--- src/rtl/mem_gray_sweeper.sv ---
// mem_gray_sweeper
//   Sequencer in front of a small byte memory. It walks a range of addresses.
//   For each address it reads the byte, converts it (binary->Gray or Gray->binary)
//   and writes it back in place. Each word takes two cycles (READ then WRITE).
//
// Ports
//   i_clk, i_rst       clock, synchronous active-high reset
//   i_start            begin a sweep (sampled only while idle)
//   i_mode             0 = binary->Gray, 1 = Gray->binary (latched at start)
//   i_start_addr       first address of the sweep (latched at start)
//   i_length           number of words, 0..2**ADDR_W; larger values are clamped
//   o_busy             high while reading/writing
//   o_done             one-cycle pulse when a sweep finishes (also for length 0)
//   o_words_done       words written back in the current/last sweep
//   o_mem_addr/ren/wen/din, i_mem_dout   memory port (memory writes on negedge)
module mem_gray_sweeper #(
  parameter int ADDR_W = 6,
  parameter int DATA_W = 8,
  parameter int LEN_W  = 7
) (
  input  logic              i_clk,
  input  logic              i_rst,
  input  logic              i_start,
  input  logic              i_mode,
  input  logic [ADDR_W-1:0] i_start_addr,
  input  logic [LEN_W-1:0]  i_length,
  output logic              o_busy,
  output logic              o_done,
  output logic [LEN_W-1:0]  o_words_done,
  output logic [ADDR_W-1:0] o_mem_addr,
  output logic              o_mem_ren,
  output logic              o_mem_wen,
  output logic [DATA_W-1:0] o_mem_din,
  input  logic [DATA_W-1:0] i_mem_dout
);

  localparam logic [LEN_W-1:0] DEPTH = LEN_W'(1 << ADDR_W);

  typedef enum logic [1:0] {IDLE, READ, WRITE, DONE} state_t;

  state_t              r_state;
  logic                r_mode;
  logic [LEN_W-1:0]    r_len;
  logic [LEN_W-1:0]    r_words;
  logic [ADDR_W-1:0]   r_addr;
  logic [DATA_W-1:0]   r_din;
  logic                r_busy;
  logic                r_done;
  logic                r_ren;
  logic                r_wen;
  logic [LEN_W-1:0]    w_words_nxt;
  logic [LEN_W-1:0]    w_len_clamped;

  function automatic logic [DATA_W-1:0] bin2gray(input logic [DATA_W-1:0] b);
    return b ^ (b >> 1);
  endfunction

  // Prefix XOR running down from the MSB.
  function automatic logic [DATA_W-1:0] gray2bin(input logic [DATA_W-1:0] g);
    logic [DATA_W-1:0] b;
    b[DATA_W-1] = g[DATA_W-1];
    for (int i = DATA_W - 2; i >= 0; i--) begin
      b[i] = b[i+1] ^ g[i];
    end
    return b;
  endfunction

  function automatic logic [DATA_W-1:0] conv(input logic m, input logic [DATA_W-1:0] d);
    return m ? gray2bin(d) : bin2gray(d);
  endfunction

  assign w_words_nxt   = r_words + LEN_W'(1);
  assign w_len_clamped = (i_length > DEPTH) ? DEPTH : i_length;

  // All outputs are registers updated together with the state, so the
  // write data and write enable are stable across the memory's negedge.
  always_ff @(posedge i_clk) begin
    if (i_rst) begin
      r_state <= IDLE;
      r_busy  <= 1'b0;
      r_done  <= 1'b0;
      r_ren   <= 1'b0;
      r_wen   <= 1'b0;
      r_addr  <= '0;
      r_din   <= '0;
      r_words <= '0;
    end else begin
      case (r_state)
        IDLE: begin
          if (i_start) begin
            r_mode  <= i_mode;
            r_len   <= w_len_clamped;
            r_words <= '0;
            r_addr  <= i_start_addr;
            if (i_length == '0) begin
              r_state <= DONE;
              r_done  <= 1'b1;
            end else begin
              r_state <= READ;
              r_busy  <= 1'b1;
              r_ren   <= 1'b1;
            end
          end
        end
        READ: begin
          // i_mem_dout is only looked at here, while the memory drives it.
          r_din   <= conv(r_mode, i_mem_dout);
          r_ren   <= 1'b0;
          r_wen   <= 1'b1;
          r_state <= WRITE;
        end
        WRITE: begin
          r_wen   <= 1'b0;
          r_words <= w_words_nxt;
          if (w_words_nxt == r_len) begin
            r_state <= DONE;
            r_busy  <= 1'b0;
            r_done  <= 1'b1;
          end else begin
            // Address wraps naturally modulo the memory depth.
            r_addr  <= r_addr + ADDR_W'(1);
            r_ren   <= 1'b1;
            r_state <= READ;
          end
        end
        DONE: begin
          r_done  <= 1'b0;
          r_state <= IDLE;
        end
        default: begin
          r_state <= IDLE;
          r_busy  <= 1'b0;
          r_done  <= 1'b0;
          r_ren   <= 1'b0;
          r_wen   <= 1'b0;
        end
      endcase
    end
  end

  assign o_busy       = r_busy;
  assign o_done       = r_done;
  assign o_words_done = r_words;
  assign o_mem_addr   = r_addr;
  assign o_mem_ren    = r_ren;
  assign o_mem_wen    = r_wen;
  assign o_mem_din    = r_din;

endmodule

--- config.mk ---
export PLATFORM = sky130hd
export DESIGN_NAME = mem_gray_sweeper
export DESIGN_NICKNAME = d
export VERILOG_FILES = /design/src/rtl/mem_gray_sweeper.sv
export SDC_FILE = /design/constraint.sdc
export NUM_CORES = 1
export LEC_CHECK = 0
export ABC_AREA = 0
export CELL_PAD_IN_SITES_DETAIL_PLACEMENT = 0
export CELL_PAD_IN_SITES_GLOBAL_PLACEMENT = 2
export CORE_ASPECT_RATIO = 1.75
export CORE_MARGIN = 2
export CORE_UTILIZATION = 31
export DETAILED_ROUTE_END_ITERATION = 10
export PLACE_DENSITY = 0.94
export SYNTH_ARGS = -nofsm -noshare
export SYNTH_HDL_FRONTEND = slang
export SYNTH_SLANG_ARGS = --single-unit
export TNS_END_PERCENT = 1
--- constraint.sdc ---
create_clock -name i_clk -period 6.4 [get_ports i_clk]
set_input_delay 1.28 -clock i_clk [delete_from_list [all_inputs] [get_ports i_clk]]
set_output_delay 1.28 -clock i_clk [all_outputs]
set_load 0.01 [all_outputs]
Yosys cells after proc, flatten, opt, wreduce, memory -nomap -nowiden
Index checks and enable logic that the tools add are counted.
{"block": "word_totals", "register_bits": 35, "latchBits": 0, "ramBits": 0, "rom_bits": 0, "inputBits": 25, "out_inout_bits": 25, "word_cells": 64, "mem_count": 0}
{"block": "op_classes", "addsub": 2, "n_mul": 0, "n_div": 0, "n_lt_le_gt_ge": 1, "eq_ne": 9, "shift": 0, "muxes": 21, "bitwise": 9, "reduce_logical": 12}
{"cell": "case mux 7 bit (2 select lines)", "n": 1}
{"cell": "two-way mux 6 bit", "n": 2}
{"cell": "case mux 6 bit (2 select lines)", "n": 1}
{"cell": "AND reduction 4 bit", "n": 3}
{"cell": "!= test 2 bit, second input constant", "n": 5}
{"cell": "two-way mux 8 bit", "n": 1}
{"cell": "case mux 2 bit (4 select lines)", "n": 1}
{"cell": "bitwise XOR 8 x 7 -> 8 bit", "n": 1}
{"cell": "adder 7 x 1 -> 7 bit, second input constant", "n": 1}
{"cell": "equality test 7 bit", "n": 1}
{"cell": "greater-than comparator 7 bit, second input constant", "n": 1}
{"cell": "logical NOT 7 bit", "n": 1}
{"cell": "two-way mux 1 bit", "n": 7}
{"cell": "two-way mux 7 bit", "n": 1}
{"cell": "bitwise XOR 1 bit", "n": 7}
{"cell": "adder 6 x 1 -> 6 bit, second input constant", "n": 1}
{"cell": "two-way mux 2 bit", "n": 3}
{"cell": "case mux 1 bit (3 select lines)", "n": 2}
{"cell": "AND reduction 3 bit", "n": 2}
{"cell": "nonzero test 3 bit", "n": 2}
{"cell": "equality test 2 bit, second input constant", "n": 2}
{"cell": "case mux 1 bit (2 select lines)", "n": 2}
{"cell": "nonzero test 2 bit", "n": 2}
{"cell": "equality test 2 x 1 -> 1 bit, second input constant", "n": 1}
{"cell": "3 further kinds", "n": 3}

Depth between registers and ports, before layout
{"block": "depth", "depth_word": 8, "ltp_mapped": 8, "depth_no_buf": 7}

Worst setup path after synthesis
Ideal clock, no wire load.
{"block": "synth_path", "kind": "input to register", "start": "in i_mem_dout[7]", "end": "reg r_din[0], in the netlist o_mem_din[0]", "setup_time_ns": 0.122, "arrival_ns": 2.628, "required_time_ns": 6.278, "slack_ns": 3.650, "cell_stages": 6, "path_buffers": 0, "cell_sequence": "xor3_2 -> xor2_2 -> xor2_1 -> nand2_1 -> and4_1 -> a311o_1"}
{"block": "synth_via", "elab_chain_len": 8}
{"item": "start: declaration", "line_no": "34", "source": "input logic [DATA_W-1:0] i_mem_dout"}
{"item": "bitwise XOR 1 bit (7 in series)", "line_no": "63", "source": "b[i] = b[i+1] ^ g[i];"}
{"item": "two-way mux 8 bit", "line_no": "69", "source": "return m ? gray2bin(d) : bin2gray(d);"}
{"item": "end signal: assignment", "line_no": "107", "source": "r_din <= conv(r_mode, i_mem_dout);"}
{"item": "end: declaration", "line_no": "46", "source": "logic [DATA_W-1:0] r_din;"}
Every way passes these cells.
A chain may end at the register's enable or synchronous reset.

Worst setup path after layout
Ends and elaborated chain as after synthesis.

==> metrics.md <==
| Metric | Value |
|---|---|
| Drt wl/cell | 14.1 um |
| Period utilisation layout | 0.489 |
| Via count | 1762 |
| PortBufs | 49 |
| PD cells | around 360 mW/mm2 |
| GP Congestion | between 0.8 and 0.9 |
| Die width | 64.7 um |
| Vias per cell | 5.03 |
| Largest net degree at the start of global routing | 29 |
| Pleak | 0.974 nW |
| Worst slew margin | 0.568 |
| First-pass DRT Iterations | 4 |
| DR DRC count | 0 |
| Post-DP HPWL | around 3.6 mm |
| Critical Path End Type | register |
| VDD IR max | approximately 0.19 mV |
| Arrival time worst endpoint | 3.30 ns |
| Post-synth EDFFs | 8 |
| Initial Utilization | 0.321 |
| Placed instance area | 0.00256 mm2 |
| Pwr Total | 0.000973 W |
| # diodes | 0 |
| Sequential fraction of the synthesis area | 0.390 |
| Clock buffer count from CTS | 5 |
| Antenna viol nets, final | 0 |
| Synth cell types | 51 |
| Synthesis-to-finish area growth | 33.5% |
| First-pass GRT wire length | 7.79 mm |
| Setup CP Type | in -> reg |
| Most frequent cells in the layout | clkdlybuf4s50_1 (49), dfxtp_1 (27), nor2_1 (23) |
| Core area | 0.00623 mm2 |
| Finished Core Util | 0.429 |
| MaxCap Viol Count | 0 |
| Reg power frac | 0.348 |
| Nets | 300 |
| HP Class | reg -> reg |
| Mean post-synth cell area | 9.01 um2 |
| Synth Register Bits | 35 |
| Synthesized area | 0.00200 mm2 |
| Synth Net Count | ~250 |
| Die ar. | 0.00713 mm2 |
| Share of layout cells above drive strength 1 | 0.0667 |
| Critical path startpoint category | input pin |
| Psw | 0.000366 W |
| Dpl cells | 342 |
| # resized after CTS | 0 |
| GRT Total Usage | 0.144 |
| Final setup TNS | 0 ns |
| P_int | 0.000607 W |
| Synthesized netlist cell count | 222 |
| Worst-Margin Slew | approximately 0.65 ns |
| Worst-Skew Late Latency | about 0.29 ns |
| Post-route cell area | 0.00267 mm2 |
| Fmax | 320 MHz |
| Status | complete, no violations |
| Routed WL | ~4.9 mm |
| Commonest non-fill, non-tap cell in the layout | clkdlybuf4s50_1 |
| Clk pin slew, worst setup/hold paths | 0.07 ns |
| Antenna violations before repair | 0 |
| Min Tclk post-route | approximately 3.1 ns |
| CTS root buffer | clkbuf_8 |
| Critical Path RT | 6.58 ns |
| Congestion Overflow GR | 0 |
| Comb pwr share | 0.444 |
| Clock power frac | 0.208 |
| Largest cells by area after synthesis | dfxtp_1 (27%), edfxtp_1 (12%), xnor2_1 (5.3%) |
| CTS tree | yes |
| Final hold violation count | 0 |
| Final setup vio count | 0 |
| CTS sink count | 35 |
| Yosys top cell by area | dfxtp_1 |
| R2r startpoint | o_words_done[0]$_SDFFE_PP0P_ |
| RSZ-0062 raised after global routing | false |
| IO Pins | 50 |
| Final Max Slew Viols | 0 |
| Number of setup buffers added after CTS | 0 |
| Worst setup path start | i_mem_dout[7] |
| Chip height | approximately 110 um |
| Ys Warns | 0 |
| Crit path max fanout | 4 |
| Worst hold path startpoint | o_mem_din[7]$_SDFFE_PP0P_ |
| H-tree levels | 2 |
| Number of global-route vias before repair | 1699 |
| Clock tree buffer depth | 2 |
| DRT iter0 DRCs | 51 |
| Post-synth top area share | 0.270 |
| Sw frac | 0.376 |
| Hold-fix buffers, CTS | 0 |
| FP Rows | 38 |
| Non-Filler Instances | 350 |
| Main synth FF type | dfxtp_1 |
| Async S/R FF share, synth | 0 |
| Final Skew | 0.00982 ns |
-- per-stage QoR --
step / hold slack (ns) / worst slack (ns)
final: 0.500 / 3.27
after global routing: 0.518 / 3.16
after CTS: 0.506 / 3.27
after detailed placement: 0.485 / 2.97
after global placement: 0.482 / 2.98
after floorplan: 0.499 / 3.65
-- final timing paths --
check	to	slack, ns	cells after the start
worst max-delay path	o_mem_din[0]$_SDFFE_PP0P_	3.27	7
worst max register to register	o_mem_addr[4]$_SDFFE_PP0P_	3.95	7
worst min register to register	o_mem_din[7]$_SDFFE_PP0P_	0.50	2
worst min-delay path	o_mem_din[7]$_SDFFE_PP0P_	0.50	2
-- synthesized netlist by cell type, drive strengths merged, types with 3 or more instances --
master / number
xor2: 9
a21oi: 7
nor3: 5
nand2: 16
ha: 6
clkbuf: 6
a31oi: 3
a22oi: 3
o311ai: 3
nand3: 11
buf: 5
o21ai: 8
dfxtp: 27
nand4: 5
nor4: 5
a211oi: 5
edfxtp: 8
inv: 10
nor2: 23
xnor2: 12
nor2b: 9
mux2i: 9
-- area by class of cell --
| type | count | area [um2] |
|---|---|---|
| Sequential cell | 35 | 781 |
| Multi-Input combinational cell | 166 | 1130 |
| Inverter | 10 | 37.5 |
| Clock inverter | 3 | 43.8 |
| Tap cell | 80 | 100 |
| Clock buffer | 5 | 68.8 |
| Timing Repair Buffer | 51 | 505 |
| Fill cell | 629 | 3560 |
-- kinds of logic (layout without fill, tap and decap cells) --
| logic type | Yosys count | count (layout) | synth area share |
|---|---|---|---|
| AO/OA/AOI/OAI | 48 | 48 | 0.170 |
| XOR/XNOR | 22 | 22 | 0.108 |
| adder cells (fa/ha/maj) | 6 | 6 | 0.0375 |
| buffers and inverters | 21 | 69 | 0.0426 |
| multiplexers | 9 | 9 | 0.0451 |
| flip-flops | 35 | 35 | 0.390 |
| AND/OR/NAND/NOR | 81 | 81 | 0.207 |
-- critical path: stages --
cell             delay [ns]
clkdlybuf4s50_1        0.53
xor3_2                 0.51
xor2_2                 0.23
xor2_1                 0.16
nand2_1                0.09
and4_1                 0.21
a311o_1                0.30
-- power groups by stage --
stage	Sequential [W]	Clock (W)	Combinational, W
3_3_place_gp	0.000344	0	0.000432
6_report	0.000338	0.000202	0.000433
5_1_grt	0.000346	0.000218	0.000477
3_5_place_dp	0.000344	0	0.000437
4_1_cts	0.000340	0.000207	0.000438
2_1_floorplan	0.000349	0	0.000250
-- layer usage --
layer | up-vias | wire length, um | share of wire | track usage
met5 | - | 0 | 0 | 0
met4 | 0 | 91 | 0.018 | 0.0608
met2 | 35 | 2780 | 0.56 | 0.279
met3 | 5 | 139 | 0.028 | 0.0254
li1 | 893 | - | - | -
met1 | 829 | 1920 | 0.39 | 0.148
-- sequential cells by signal (all words and copies together), names as in the netlist --
register      cells
o_mem_wen         1
r_len             7
o_words_done      7
o_busy            1
o_mem_din         8
r_mode            1
o_done            1
r_state           2
o_mem_addr        6
o_mem_ren         1
No activity file was read; power rests on OpenSTA's default activity.
